===== src/rtl/fifo_rst_seq.sv =====
`default_nettype none
// ============================================================================
// Module  : fifo_rst_seq
// Brief   : Multi-channel FIFO reset sequencer with clear/reset/busy-wait/
//           pause windows, busy timeout and re-sequence on request.
// Revision: 1.0
// ============================================================================
module fifo_rst_seq #(
  parameter int NCH       = 4,
  parameter int CNT_W     = 8,
  parameter int CLR_CYC   = 6,
  parameter int RST_CYC   = 11,
  parameter int PAUSE_CYC = 16,
  parameter int TMO_CYC   = 255
) (
  input  logic           CLK,
  input  logic           RST,
  input  logic           REQ,
  input  logic [NCH-1:0] CH_EN,
  input  logic [NCH-1:0] BUSY,
  output logic [NCH-1:0] FIFO_RST,
  output logic           DONE,
  output logic           ERR,
  output logic [2:0]     STATE
);

  typedef enum logic [2:0] {
    S_IDLE  = 3'd0,
    S_CLEAR = 3'd1,
    S_RESET = 3'd2,
    S_WAIT  = 3'd3,
    S_PAUSE = 3'd4,
    S_RUN   = 3'd5
  } state_t;

  // Terminal counts: a state timed for N cycles exits when the counter reads N-1.
  localparam logic [CNT_W-1:0] c_clr_last   = CNT_W'(CLR_CYC - 1);
  localparam logic [CNT_W-1:0] c_rst_last   = CNT_W'(RST_CYC - 1);
  localparam logic [CNT_W-1:0] c_pause_last = CNT_W'(PAUSE_CYC - 1);
  localparam logic [CNT_W-1:0] c_tmo_last   = CNT_W'(TMO_CYC - 1);

  state_t           r_state;
  state_t           w_next;
  logic [CNT_W-1:0] r_cnt;
  logic [NCH-1:0]   r_en_q;
  logic [NCH-1:0]   r_fifo_rst;
  logic             r_done;
  logic             r_err;
  logic [NCH-1:0]   w_fifo_rst;
  logic             w_busy;
  logic             w_tmo;
  logic             w_timed;
  logic             w_enter_clr;

  assign w_busy      = |(BUSY & r_en_q);
  assign w_enter_clr = (w_next == S_CLEAR) && (r_state != S_CLEAR);

  always_comb begin
    w_next     = r_state;
    w_tmo      = 1'b0;
    w_timed    = 1'b0;
    w_fifo_rst = '0;
    case (r_state)
      S_IDLE:  w_next = S_CLEAR;
      S_CLEAR: begin
        w_timed = 1'b1;
        if (r_cnt == c_clr_last) w_next = S_RESET;
      end
      S_RESET: begin
        w_timed = 1'b1;
        if (r_cnt == c_rst_last) w_next = S_WAIT;
      end
      S_WAIT: begin
        w_timed = 1'b1;
        if (!w_busy) begin
          w_next = S_PAUSE;
        end else if (r_cnt == c_tmo_last) begin
          w_next = S_PAUSE;
          w_tmo  = 1'b1;
        end
      end
      S_PAUSE: begin
        w_timed = 1'b1;
        if (r_cnt == c_pause_last) w_next = S_RUN;
      end
      S_RUN:   if (REQ) w_next = S_CLEAR;
      default: w_next = S_IDLE;
    endcase
    // en_q already holds the new mask by the time RESET is entered.
    case (w_next)
      S_IDLE:  w_fifo_rst = '1;
      S_RESET: w_fifo_rst = r_en_q;
      default: w_fifo_rst = '0;
    endcase
  end

  always_ff @(posedge CLK or posedge RST) begin
    if (RST) begin
      r_state    <= S_IDLE;
      r_cnt      <= '0;
      r_en_q     <= '1;
      r_fifo_rst <= '1;
      r_done     <= 1'b0;
      r_err      <= 1'b0;
    end else begin
      r_state    <= w_next;
      r_fifo_rst <= w_fifo_rst;
      r_done     <= (w_next == S_RUN);
      if (w_next != r_state)
        r_cnt <= '0;
      else if (w_timed)
        r_cnt <= r_cnt + CNT_W'(1);
      if (w_enter_clr) begin
        r_en_q <= CH_EN;
        r_err  <= 1'b0;
      end else if (w_tmo) begin
        r_err  <= 1'b1;
      end
    end
  end

  assign FIFO_RST = r_fifo_rst;
  assign DONE     = r_done;
  assign ERR      = r_err;
  assign STATE    = r_state;

endmodule
`default_nettype wire


===== config.mk =====
export PLATFORM = sky130hd
export DESIGN_NAME = fifo_rst_seq
export DESIGN_NICKNAME = d
export VERILOG_FILES = /design/src/rtl/fifo_rst_seq.sv
export SDC_FILE = /design/constraint.sdc
export NUM_CORES = 1
export LEC_CHECK = 0
export BUFFER_PORTS_ARGS = -buffer_cell sky130_fd_sc_hd__buf_2
export CAP_MARGIN = 20
export CORE_MARGIN = 4
export CORE_UTILIZATION = 35
export CTS_CLUSTER_DIAMETER = 40
export CTS_CLUSTER_SIZE = 40
export DETAILED_ROUTE_END_ITERATION = 10
export GPL_TIMING_DRIVEN = 0
export PLACE_DENSITY_LB_ADDON = 0.2
export SLEW_MARGIN = 30
export SYNTH_ARGS = -nofsm -noshare
export SYNTH_HDL_FRONTEND = slang
export SYNTH_SLANG_ARGS = --single-unit

===== constraint.sdc =====
create_clock -name CLK -period 1.96 [get_ports CLK]
set_clock_uncertainty 0.15 [all_clocks]
set_input_delay 0.294 -clock CLK [delete_from_list [all_inputs] [get_ports CLK]]
set_output_delay 0.294 -clock CLK [all_outputs]
set_load 0.02 [all_outputs]

After elaboration in Yosys (flattened, before gate mapping)

Index checks and enable logic that the tools add are counted.

Output and inout bits: 9
Bits in registers: 21
Logic and storage cells: 45

$add $sub $neg: 1
Eq/ne operators: 14
Reductions and logical operators: 7
Multiplexer cells: 16
Bitwise gates (word level): 1

Operators by type and width:

| operator                                             | number |
|---|---|
| two-way mux 3 bit                                    | 6 |
| case mux 3 bit (6 select lines)                      | 1 |
| equality test 8 x 4 -> 1 bit (second input constant) | 2 |
| two-way mux 8 bit                                    | 2 |
| equality test 3 x 2 -> 1 bit (second input constant) | 3 |
| equality test 3 bit (second input constant)          | 3 |
| adder 8 x 1 -> 8 bit (second input constant)         | 1 |
| equality test 8 x 3 -> 1 bit (second input constant) | 1 |
| equality test 8 bit (second input constant)          | 1 |
| case mux 4 bit (2 select lines)                      | 1 |
| OR reduction 4 bit                                   | 2 |
| equality test 3 x 1 -> 1 bit (second input constant) | 2 |
| zero test 3 bit                                      | 2 |
| two-way mux 1 bit                                    | 6 |
| AND 4 bit                                            | 1 |
| nonzero test 2 bit                                   | 2 |
| != test 3 x 1 -> 1 bit (second input constant)       | 1 |
| != test 3 bit                                        | 1 |
| logical AND 1 bit                                    | 1 |

Depth between registers and ports, before layout

Depth after elaboration: 7
Gate-level depth with buffers: 7

Worst setup path after synthesis

OpenSTA, ideal clock, no wires.

Kind: register -> register
Start: reg r_state[0], in the netlist STATE[0]
End: reg r_cnt[3]
Setup slack: -0.069 ns
Cell stages (with the launch flop): 7
Required time: 1.660 ns
Period minus slack after synthesis: 2.029 ns
Buffers on the path: 1
Setup time: 0.150 ns
Arrival time: 1.729 ns
Path through: dfrtp_1 > buf_2 > or2_2 > o22ai_1 > a22oi_1 > a22oi_1 > a211oi_1

Cells in the longest elaborated chain, start to end: 5
Elaborated cells on any way between the ends: 18
Those cells by class: eq/ne (6); mux (9); reduce/logical (3)

Ends and longest elaborated chain:

| element                                                 | RTL line | source |
|---|---|---|
| from (decl)                                             | 42       | `state_t r_state;` |
| from (signal assigned)                                  | 106      | `r_state <= w_next;` |
| two-way mux 3 bit                                       | 77       | `end else if (r_cnt == c_tmo_last) begin` |
| two-way mux 3 bit                                       | 75       | `if (!w_busy) begin` |
| case mux 3 bit (6 select lines)                         | 63       | `case (r_state)` |
| != test 3 bit                                           | 109      | `if (w_next != r_state)` |
| two-way mux 8 bit or nonzero test 2 bit (tied branches) | --       |  |
| to (signal assigned)                                    | 112      | `r_cnt <= r_cnt + CNT_W'(1);` |
| to (decl)                                               | 44       | `logic [CNT_W-1:0] r_cnt;` |

Several ways; a longest one is shown, not always the timed one.
A chain may end at the register's enable or synchronous reset.

Worst setup path in the final report

Start: reg r_cnt[3]
End: reg r_cnt[5]

Cells in the longest elaborated chain, start to end: 6
Elaborated cells on any way between the ends: 15
Those cells by class: add/sub (1); eq/ne (5); mux (8); reduce/logical (1)

Ends and longest elaborated chain:

| element                                                 | RTL line |
|---|---|
| equality test 8 bit                                     | 77 |
| two-way mux 3 bit                                       | 77 |
| two-way mux 3 bit                                       | 75 |
| case mux 3 bit (6 select lines)                         | 63 |
| != test 3 bit                                           | 109 |
| two-way mux 8 bit or nonzero test 2 bit (tied branches) | -- |

Several ways; a longest one is shown, not always the timed one. The select of a mux whose other input is x is not followed.

==> tab_implementation.tex <==
\begin{tabular}{lr}
\hline
Metric & Value \\
\hline
\multicolumn{2}{l}{\textbf{Status}} \\
Outcome & complete, but fails checks \\
Violated checks & hold timing \\
\multicolumn{2}{l}{\textbf{Setup path}} \\
Setup Crit Path Kind & flop to flop \\
Cell-by-cell trace of the critical path & buf\_2 > nor4bb\_4 > nand2\_1 > o211a\_1 > a22oi\_2 > buf\_6 > a211oi\_1 \\
CP Data Arrival Time & 1.95 ns \\
Slowest cell on the critical path & sky130\_fd\_sc\_hd\_\_dfrtp\_1 \\
Critical Path Fanout Max & 8 \\
Largest incremental delay on the critical path & 0.38 ns \\
Crit start category & flop \\
Sort of element at the end of the critical path & flop \\
Buf/Inv on CP & 2 \\
Family with the most delay on the worst path & compound AO/OA/AOI/OAI gates \\
Worst EP required & 2.00 ns \\
\multicolumn{2}{l}{\textbf{Die}} \\
Standard cell core area & 0.00310 mm² \\
Initial Utilization & 0.373 \\
Width of the chip & 65.5 µm \\
Die Span Y & 65.5 µm \\
Floorplan die area & 0.00429 mm² \\
Count of pins on the block boundary & 20 \\
Placement Rows & 20 \\
\multicolumn{2}{l}{\textbf{Timing}} \\
Setup TNS & 0 ns \\
Fraction of the cycle the final worst path needs & 0.973 \\
Final-layout worst hold slack & -0.0433 ns \\
Number of pins with negative max-slew slack in the final report & 0 \\
Fmax & 524 MHz \\
Post-route minimum period & 1.91 ns \\
Slew of the pin with the lowest slew margin & 0.778 ns \\
Hold violation total from the final report & 13 \\
Number of failing setup endpoints in the final timing report & 0 \\
Worst slew margin relative to its limit & 0.481 \\
\multicolumn{2}{l}{\textbf{Clock network}} \\
Clock latency on the worst-skew pair & 0.31 ns \\
Cell chosen for the clock root & sky130\_fd\_sc\_hd\_\_clkbuf\_4 \\
Buffer levels on the longest clock path & 2 \\
CTS tree & yes \\
Post-cts hold buffer count & 0 \\
Clock-pin slew of the registers on the worst-case setup and hold paths & 0.12 ns \\
CTS H-tree depth & 1 \\
Count of clock tree sinks & 21 \\
CTS Buf Count & 3 \\
\multicolumn{2}{l}{\textbf{Logic synthesis}} \\
Warnings from Yosys & 0 \\
Share of the yosys chip area belonging to registers & 0.463 \\
Synthesized cell area & 0.00116 mm² \\
Avg Cell Area, Syn & 9.89 µm² \\
Synth Register Bits & 21 \\
Synth Net Count & 131 \\
Synth unique cells & 37 \\
Synthesized instance count & 117 \\
\multicolumn{2}{l}{\textbf{Detailed routing}} \\
Antenna Nets Post-Route & 0 \\
Overall via count from detail\_route & 950 \\
Number of search-and-repair iterations in the first detailed-routing pass & 4 \\
Routed WL per cell & 14.0 µm \\
Total Wirelength & 2680 µm \\
Remaining design rule violation count & 0 \\
Vias per cell & 4.97 \\
Number of DRC markers after the initial detailed-route iteration & 40 \\
\multicolumn{2}{l}{\textbf{Power and ir drop}} \\
Highest ir drop seen on vdd & 676 µV \\
Leakage power & 0.669 nW \\
Power per cell area & 1370 mW/mm² \\
\multicolumn{2}{l}{\textbf{Final layout}} \\
Most common library cell in the layout ignoring fill and taps & sky130\_fd\_sc\_hd\_\_buf\_2 \\
Fraction of layout cells with a size suffix above 1 & 0.497 \\
Filler cell count in the final layout & 326 \\
ANT cells & 0 \\
Top library cells by usage in the layout, fill and taps aside & sky130\_fd\_sc\_hd\_\_buf\_2, sky130\_fd\_sc\_hd\_\_nand2\_1, sky130\_fd\_sc\_hd\_\_dfrtp\_1 \\
Final core utilization & 0.488 \\
Layout area overhead & 30.9\% \\
Final Net Count & 162 \\
Summed area of non-filler cells in the final layout & 0.00152 mm² \\
\multicolumn{2}{l}{\textbf{Place}} \\
Weighted congestion at the end of routability-driven global placement & 0.786 \\
Buffers on Ports & 19 \\
Post-DP HPWL & 1850 µm \\
Dpl cell area & 0.00132 mm² \\
\multicolumn{2}{l}{\textbf{GRT}} \\
Aggregate global-route resource usage & 0.137 \\
First-pass GRT wire length & 4480 µm \\
GR Overflow Total & 0 \\
Number of antenna violations at the first check in global routing & 0 \\
Via count of the first global-routing pass & 983 \\
Largest net degree at the start of global routing & 22 \\
\multicolumn{2}{l}{\textbf{Hold path}} \\
Path category of the worst min-delay check & input port to async pin \\
\multicolumn{2}{l}{\textbf{Flow run}} \\
Maximum capacitance violations & 0 \\
\hline
\end{tabular}
[kinds of logic (layout without fill, tap and decap cells)]
family	Yosys count	in the layout	synth area share
AOI/OAI and AO/OA	21	21	0.126
xor gates and xnor gates	7	7	0.0530
adders and majority gates	3	3	0.0324
buffers and inverters	12	42	0.0432
DFF	21	21	0.463
muxes	5	5	0.0476
and+or+nand+nor	48	48	0.235
[worst reg2reg max path, stage by stage, from the launching register on]
cell and delay (ns):
sky130_fd_sc_hd__dfrtp_1 0.38, sky130_fd_sc_hd__buf_2 0.18, sky130_fd_sc_hd__nor4bb_4 0.31, sky130_fd_sc_hd__nand2_1 0.13, sky130_fd_sc_hd__o211a_1 0.27, sky130_fd_sc_hd__a22oi_2 0.19
sky130_fd_sc_hd__buf_6 0.15, sky130_fd_sc_hd__a211oi_1 0.05
[cell usage after synthesis]
| library cell | n | area share |
|---|---|---|
| sky130_fd_sc_hd__nand2_1 | 14 | 0.045 |
| sky130_fd_sc_hd__dfrtp_1 | 13 | 0.28 |
| sky130_fd_sc_hd__nand3_1 | 9 | 0.039 |
| sky130_fd_sc_hd__dfstp_2 | 8 | 0.18 |
| sky130_fd_sc_hd__nor2_1 | 7 | 0.023 |
| sky130_fd_sc_hd__inv_1 | 6 | 0.019 |
| sky130_fd_sc_hd__a211oi_1 | 5 | 0.032 |
| sky130_fd_sc_hd__xnor2_1 | 5 | 0.038 |
| sky130_fd_sc_hd__a21oi_1 | 4 | 0.017 |
| sky130_fd_sc_hd__a22oi_1 | 4 | 0.026 |
| sky130_fd_sc_hd__buf_2 | 4 | 0.017 |
| sky130_fd_sc_hd__mux2_2 | 4 | 0.039 |
| sky130_fd_sc_hd__ha_1 | 3 | 0.032 |
| sky130_fd_sc_hd__nand4_1 | 3 | 0.016 |
| sky130_fd_sc_hd__and2_1 | 2 | 0.011 |
| sky130_fd_sc_hd__nor4bb_1 | 2 | 0.017 |
| sky130_fd_sc_hd__or2_2 | 2 | 0.011 |
| sky130_fd_sc_hd__or4_1 | 2 | 0.013 |
| sky130_fd_sc_hd__xor2_1 | 2 | 0.015 |
| sky130_fd_sc_hd__a21o_1 | 1 | 0.0065 |
| sky130_fd_sc_hd__a222oi_1 | 1 | 0.0086 |
| sky130_fd_sc_hd__and4_1 | 1 | 0.0076 |
| sky130_fd_sc_hd__and4_2 | 1 | 0.0086 |
| sky130_fd_sc_hd__clkbuf_1 | 1 | 0.0032 |
| sky130_fd_sc_hd__inv_2 | 1 | 0.0032 |
| sky130_fd_sc_hd__mux2i_1 | 1 | 0.0086 |
| sky130_fd_sc_hd__nand3b_1 | 1 | 0.0065 |
| sky130_fd_sc_hd__nand4b_1 | 1 | 0.0076 |
| sky130_fd_sc_hd__nor4_1 | 1 | 0.0054 |
| sky130_fd_sc_hd__nor4_4 | 1 | 0.018 |
| sky130_fd_sc_hd__o211a_1 | 1 | 0.0086 |
| sky130_fd_sc_hd__o21ai_0 | 1 | 0.0043 |
| sky130_fd_sc_hd__o21ai_1 | 1 | 0.0043 |
| sky130_fd_sc_hd__o21bai_1 | 1 | 0.0065 |
| sky130_fd_sc_hd__o22ai_1 | 1 | 0.0054 |
| sky130_fd_sc_hd__o31ai_1 | 1 | 0.0065 |
| sky130_fd_sc_hd__or3_1 | 1 | 0.0054 |
[metal layers]
metal | track usage | share of wire | vias up | wire (µm)
met5 | 0 | 0 | - | 0
met4 | 0.0544 | 0.016 | 0 | 42
met3 | 0.0154 | 0.031 | 5 | 84
met2 | 0.229 | 0.50 | 20 | 1330
met1 | 0.179 | 0.46 | 444 | 1220
li1 | - | - | 481 | -
[final timing paths]
path,to,from,slack [ns],cells past startpoint
max,r_cnt[5]$_DFFE_PP0P_,r_cnt[3]$_DFFE_PP0P_,0.05,7
min,r_cnt[1]$_DFFE_PP0P_,RST,-0.04,2
max reg2reg,r_cnt[5]$_DFFE_PP0P_,r_cnt[3]$_DFFE_PP0P_,0.05,7
min reg2reg,FIFO_RST[3]$_DFF_PP1_,r_en_q[3]$_DFFE_PP1P_,0.34,2
max in group asynchronous,STATE[1]$_DFF_PP0_,RST,1.17,2
min in group CLK,r_en_q[0]$_DFFE_PP1P_,CH_EN[0],0.06,2
[report_power, final]
part	leakage [nW]	internal, mW	switching, mW
Sequential	0.250	0.597	0.126
Combinational	0.401	0.542	0.605
Clock	0.0177	0.0762	0.134
Total	0.669	1.22	0.865
[metrics by stage]
stage	setup slack [ns]	total power [mW]	std cells
after floorplan	0.0102	1.35	117
after global placement	-0.246	1.54	180
after detailed placement	-0.239	1.56	180
after CTS	0.00494	1.88	188
after global routing	-0.0232	2.25	191
final	0.0520	2.08	191
[layout make-up]
type | instances | area [µm²] | share of cell area
inverter | 7 | 26.3 | 0.0173
multi-input combinational | 84 | 681 | 0.449
clock buffer | 3 | 22.5 | 0.0149
tap | 44 | 55.1 | 0.0363
timing repair buffer | 26 | 151 | 0.0999
sequential | 21 | 541 | 0.357
clock inverter | 1 | 5.00 | 0.00330
buffer | 5 | 33.8 | 0.0223
[what timing repair did]
item,4_1_cts,5_1_grt
resized for setup,4,25
setup endpoints to repair,15,18
setup buffers,4,3
pin swaps,2,6
[sequential cells by signal (all words and copies together), names as in the netlist]
signal	cells
STATE	3
DONE	1
FIFO_RST	4
r_en_q	4
r_cnt	8
ERR	1
Power figures use the tool's default switching activity.
